File: src/rtl/mac_frame_accum.sv
// mac_frame_accum
// ---------------------------------------------------------------------------
// Accumulates fixed-length frames of LEN signed MAC results. Each frame sum
// is rounded, arithmetically shifted right by SHIFT and saturated to OW bits,
// then presented on a valid/ready output register. The input never stalls.
// A result that arrives while the output register still holds an unaccepted
// result is discarded, and the sticky drop_err flag is raised.
//
// Ports
//   clk        rising-edge clock
//   rst_n      asynchronous active-low reset
//   clr        synchronous frame abort; also clears drop_err
//   in_valid   in_data carries a term this cycle
//   in_data    signed IW-bit term
//   out_ready  consumer accepts out_data
//   out_valid  out_data holds an undelivered result
//   out_data   signed OW-bit rounded/saturated frame result
//   out_sat    saturation occurred on out_data
//   busy       partial frame in progress
//   drop_err   sticky: a frame result was discarded
// ---------------------------------------------------------------------------
module mac_frame_accum #(
    parameter int IW    = 38,
    parameter int ACCW  = 48,
    parameter int LEN   = 8,
    parameter int SHIFT = 20,
    parameter int OW    = 16,
    parameter int ROUND = 1
) (
    input  logic                 clk,
    input  logic                 rst_n,
    input  logic                 clr,
    input  logic                 in_valid,
    input  logic signed [IW-1:0] in_data,
    input  logic                 out_ready,
    output logic                 out_valid,
    output logic signed [OW-1:0] out_data,
    output logic                 out_sat,
    output logic                 busy,
    output logic                 drop_err
);

    localparam int CW = (LEN > 1) ? $clog2(LEN) : 1;
    localparam logic [CW-1:0] CNT_LAST = CW'(LEN - 1);

    // Rounding constant 2^(SHIFT-1), or zero when truncating.
    localparam logic signed [ACCW:0] RND =
        (ROUND != 0) ? ({{ACCW{1'b0}}, 1'b1} << (SHIFT - 1)) : '0;

    // Output range limits, expressed at the shifted-sum width.
    localparam logic signed [ACCW:0] S_MAX = {{(ACCW + 2 - OW){1'b0}}, {(OW - 1){1'b1}}};
    localparam logic signed [ACCW:0] S_MIN = ~S_MAX;

    logic [CW-1:0]          cnt;
    logic [CW-1:0]          cnt_eff;
    logic [CW-1:0]          cnt_nxt;
    logic signed [ACCW-1:0] acc;
    logic signed [ACCW-1:0] term;
    logic signed [ACCW-1:0] sum_nxt;
    logic                   frame_done;

    logic                   r_valid;
    logic signed [ACCW-1:0] r_sum;

    logic signed [ACCW:0]   v;
    logic signed [ACCW:0]   s;
    logic signed [OW-1:0]   sat_data;
    logic                   sat_flag;
    logic                   load;
    logic                   drop;

    // ---------------------------------------------------------------------
    // Accumulator datapath
    // ---------------------------------------------------------------------
    assign term = ACCW'(in_data);   // signed cast sign-extends

    // A clr cycle behaves as if the count were already zero, so a term
    // arriving together with clr becomes the first term of a new frame.
    assign cnt_eff    = clr ? '0 : cnt;
    assign sum_nxt    = (cnt_eff == '0) ? term : acc + term;
    assign frame_done = in_valid && (cnt_eff == CNT_LAST);

    // NOTE: every variable assigned in an always_comb gets a default first,
    // so no path through the block can leave it unassigned and infer a latch.
    always_comb begin
        cnt_nxt = cnt_eff;
        if (in_valid) begin
            cnt_nxt = frame_done ? '0 : cnt_eff + 1'b1;
        end
    end

    // ---------------------------------------------------------------------
    // Round, shift, saturate the pending frame sum
    // ---------------------------------------------------------------------
    assign v = (ACCW + 1)'(r_sum) + RND;
    assign s = v >>> SHIFT;

    always_comb begin
        sat_data = s[OW-1:0];
        sat_flag = 1'b0;
        if (s > S_MAX) begin
            sat_data = S_MAX[OW-1:0];
            sat_flag = 1'b1;
        end else if (s < S_MIN) begin
            sat_data = S_MIN[OW-1:0];
            sat_flag = 1'b1;
        end
    end

    // An abort cycle leaves the output register alone; otherwise a finished
    // result either loads into a free/draining register or is discarded.
    assign load = r_valid && !clr && (!out_valid || out_ready);
    assign drop = r_valid && !clr && out_valid && !out_ready;

    // ---------------------------------------------------------------------
    // State
    // ---------------------------------------------------------------------
    // NOTE: sequential state uses non-blocking assignments so every register
    // samples pre-edge values regardless of statement order.
    always_ff @(posedge clk or negedge rst_n) begin
        if (!rst_n) begin
            cnt       <= '0;
            acc       <= '0;
            busy      <= 1'b0;
            r_valid   <= 1'b0;
            r_sum     <= '0;
            out_valid <= 1'b0;
            out_data  <= '0;
            out_sat   <= 1'b0;
            drop_err  <= 1'b0;
        end else begin
            cnt  <= cnt_nxt;
            busy <= (cnt_nxt != '0);
            if (in_valid) begin
                acc <= sum_nxt;
            end

            r_valid <= frame_done;
            if (frame_done) begin
                r_sum <= sum_nxt;
            end

            if (load) begin
                out_valid <= 1'b1;
                out_data  <= sat_data;
                out_sat   <= sat_flag;
            end else if (out_ready) begin
                out_valid <= 1'b0;
            end

            if (clr) begin
                drop_err <= 1'b0;
            end else if (drop) begin
                drop_err <= 1'b1;
            end
        end
    end

endmodule

File: config.mk
export PLATFORM = sky130hd
export DESIGN_NAME = mac_frame_accum
export DESIGN_NICKNAME = d
export VERILOG_FILES = /design/src/rtl/mac_frame_accum.sv
export SDC_FILE = /design/constraint.sdc
export NUM_CORES = 1
export LEC_CHECK = 0
export CORE_ASPECT_RATIO = 1.2
export CORE_UTILIZATION = 40
export CTS_BUF_LIST = sky130_fd_sc_hd__clkbuf_4
export CTS_CLUSTER_SIZE = 10
export DETAILED_ROUTE_END_ITERATION = 8
export GPL_TIMING_DRIVEN = 0
export PLACE_DENSITY = 0.56
export SYNTH_ARGS = -nofsm -noshare
export SYNTH_HDL_FRONTEND = slang
export SYNTH_SLANG_ARGS = --single-unit
File: constraint.sdc
create_clock -name clk -period 7.3 [get_ports clk]
set_input_delay 1.095 -clock clk [delete_from_list [all_inputs] [get_ports clk]]
set_output_delay 1.095 -clock clk [all_outputs]
set_load 0.01 [all_outputs]
==> flow_summary.toml <==
[synth]
synth.most_common_cell = "a21oi_1"
synth_edf_count = 0
synth_area_um2 = 7270
ys_seq_area_share_pct = 34.8
yosys-top-cells-area = "dfrtp_1, ha_1, a21oi_1"
syn_nets = 974
async_flop_share_pct = 100
ys_warn_count = 0
syn_avg_cell_area_um2 = 8.27
synth_top_area_share_pct = 34.8
synth_cells = 879
synth_common_cells = "a21oi_1, nor2_1, dfrtp_1"
synth_top_cell_by_area = "dfrtp_1"
ys_seq_elements = 101
ys.flop_type = "dfrtp_1"
ys_types = 60

[clock_network]
cts_tree = "done"
numClockSinks = 101
htreeDepth = 3
cts_root_buf = "clkbuf_4"
ctsResizeCount = 0
cts_buffers = 9
post_cts_buffers = 0
insertion_delay_ns = 0.50
clk_pin_slew_ns = 0.19
cts_buffer_depth = 2
hold_buffers = 0

[grt]
grtUsageTotal_pct = 22.1
antenna_found_initial = 1
grt_pass1_wl_mm = 32.6
grt_pass1_vias = 6506
grt_max_degree = 69
grt_overflow_total = 0

[power]
p_sw_uw = 812
swShare_pct = 41.5
p_clk_share_pct = 17.2
p_int_mw = 1.14
p_leak_nw = 3.62
power_density_nw_per_um2 = 234
combPwrFrac_pct = 48.3
ir_drop_v = 0.000104
pwr-share-seq_pct = 34.5

[place]
dp_cells = 1162
gp_congestion = 0.899
dpl_cell_area_um2 = 8190
port-buffer-count = 62
hpwl_mm = 15.1

[worst_setup_path]
startpoint = "in_data[0]"
crit_end = "acc[46]"
critPathMaxFanout = 4
path_class = "in -> reg"
r2r_cells = 12
r2r_end = "acc[46]"
cp-end-kind = "flop"
reg2reg_slack_ns = 3.35
startpoint_type = "input pin"
crit_required_ns = 7.72
r2r-start = "acc[0]"
arrival_ns = 5.04

[timing]
slew-limit-headroom_pct = 49.9
setup_tns_ns = 0
period_minus_slack_ns = 4.62
worst_pin_slew_ns = 0.749
finClkSkew_ns = 0.0277
post-route-period-util_pct = 63.4
setup_viol = 0
clock.fmax_mhz = 216
final_max_slew_viol_count = 0
whs_ns = 0.517
hold_viol_final = 0
rsz0062_at_grt = "false"

[worst_hold_path]
hp-class = "in -> async"

[drt]
first_iter_violations = 254
via_per_inst = 5.51
wl_per_cell_um = 16.7
postRouteAntennaNets = 0
drtPass1Iterations = 7
drcViolationCount = 0
finalWirelength_mm = 19.7
dr_total_vias = 6496

[layout]
regArea_um2 = 2530
fill_cells = 1808
post_route_cells_drive_above_1_share_pct = 3.34
syn2layout_area_growth_pct = 14.8
fin_nets = 1048
finalCoreUtilization_pct = 47.3
stdcell_area_um2 = 8350
multi_input_area_um2 = 4520
fin_cells = 1179

[floorplanning]
die_w_um = 125
core_region_area_um2 = 17600
rows = 53
dieHeight_um = 150
initial_utilization_pct = 41.2
ios = 63
die-area_um2 = 18700

[outcome]
status = "completed"

[flow_run]
max_cap_viol_count = 0
[cell families (layout without fill, tap and decap cells)]
kind of cell               count (synthesis)  count (layout)  synth area share, %
muxes                                     11              11                 1.55
AOI/OAI and AO/OA                        286             286                 24.4
other                                      0               1                    0
adders and majority gates                 52              52                 9.05
buffers and inverters                     60             139                 3.11
DFF                                      101             101                 34.8
and+or+nand+nor                          313             313                 20.4
xor gates and xnor gates                  56              56                 6.75
[cells in the final DEF, fill, tap and decap left out, drive strengths merged, types with 3 or more instances in the layout]
cell             n
clkbuf          44
nand3           21
nor4             4
nand4           20
o21bai          10
o221ai           3
buf              6
clkdlybuf4s50   61
a21oi          112
o21a             3
xnor2           38
o22a            16
or3              5
o21ai           59
or4              3
xor2            18
nand2b          11
and4             5
a21o            34
o211ai           7
nor4b            3
ha              51
nor2b            9
a211oi           3
nor3            11
and2             6
inv             26
and3            13
mux2i            9
nand2           89
a221oi           3
a31oi           18
dfrtp          101
nor2           105
[state kept, by name, summed over array words and instances (netlist names)]
name	flops
acc	48
cnt	3
out_sat	1
drop_err	1
out_data	16
busy	1
r_sum	29
out_valid	1
r_valid	1
[power by group through the flow]
stage	Clock, mW	Combinational (mW)	Sequential [mW]
2_1_floorplan	0	0.716	0.675
3_3_place_gp	0	0.937	0.685
3_5_place_dp	0	0.941	0.684
4_1_cts	0.353	0.945	0.674
5_1_grt	0.371	1.06	0.684
6_report	0.336	0.944	0.674
[layer usage]
metal  share of wire (%)  GRT usage [%]
met5                   0              0
met4                 2.9           9.70
met3                 2.8           2.40
met2                  48           39.2
met1                  46           27.0
[stage by stage]
stage	setup slack, ns	power [mW]
finish	2.68	1.95
global route	2.40	2.12
CTS	2.67	1.97
detailed placement	2.14	1.62
global placement	1.02	1.62
floorplan	3.16	1.39
[final cells by class]
type,instances,share of cell area [%]
multi-input cells,718,54.1
diodes,1,0.0300
flip-flops and latches,101,30.3
clock buffers,9,0.809
clock inverters,7,1.03
well taps,220,3.30
inverters,21,0.944
repair buffers,63,7.73
plain buffers,39,1.77
[critical path, stage by stage]
cell and delay, ns:
clkdlybuf4s50_1 0.44, ha_1 0.26, fa_1 0.43, a21oi_1 0.19
o211ai_1 0.14, a221o_1 0.42, a221o_1 0.39, a21oi_2 0.25
o221ai_2 0.20, a31oi_1 0.44, o21ai_0 0.28, or3_1 0.40
o2111ai_1 0.09
[worst min-delay path by stage]
stage                 start      endpoint  depth (start not counted)
2_1_floorplan       acc[42]       acc[42]                          2
3_3_place_gp       drop_err      drop_err                          2
3_5_place_dp   out_data[13]  out_data[13]                          1
4_1_cts               rst_n     r_sum[31]                          1
5_1_grt               rst_n   out_data[7]                          1
6_report              rst_n   out_data[7]                          1
Note: power is estimated with default switching activity, not from simulation.
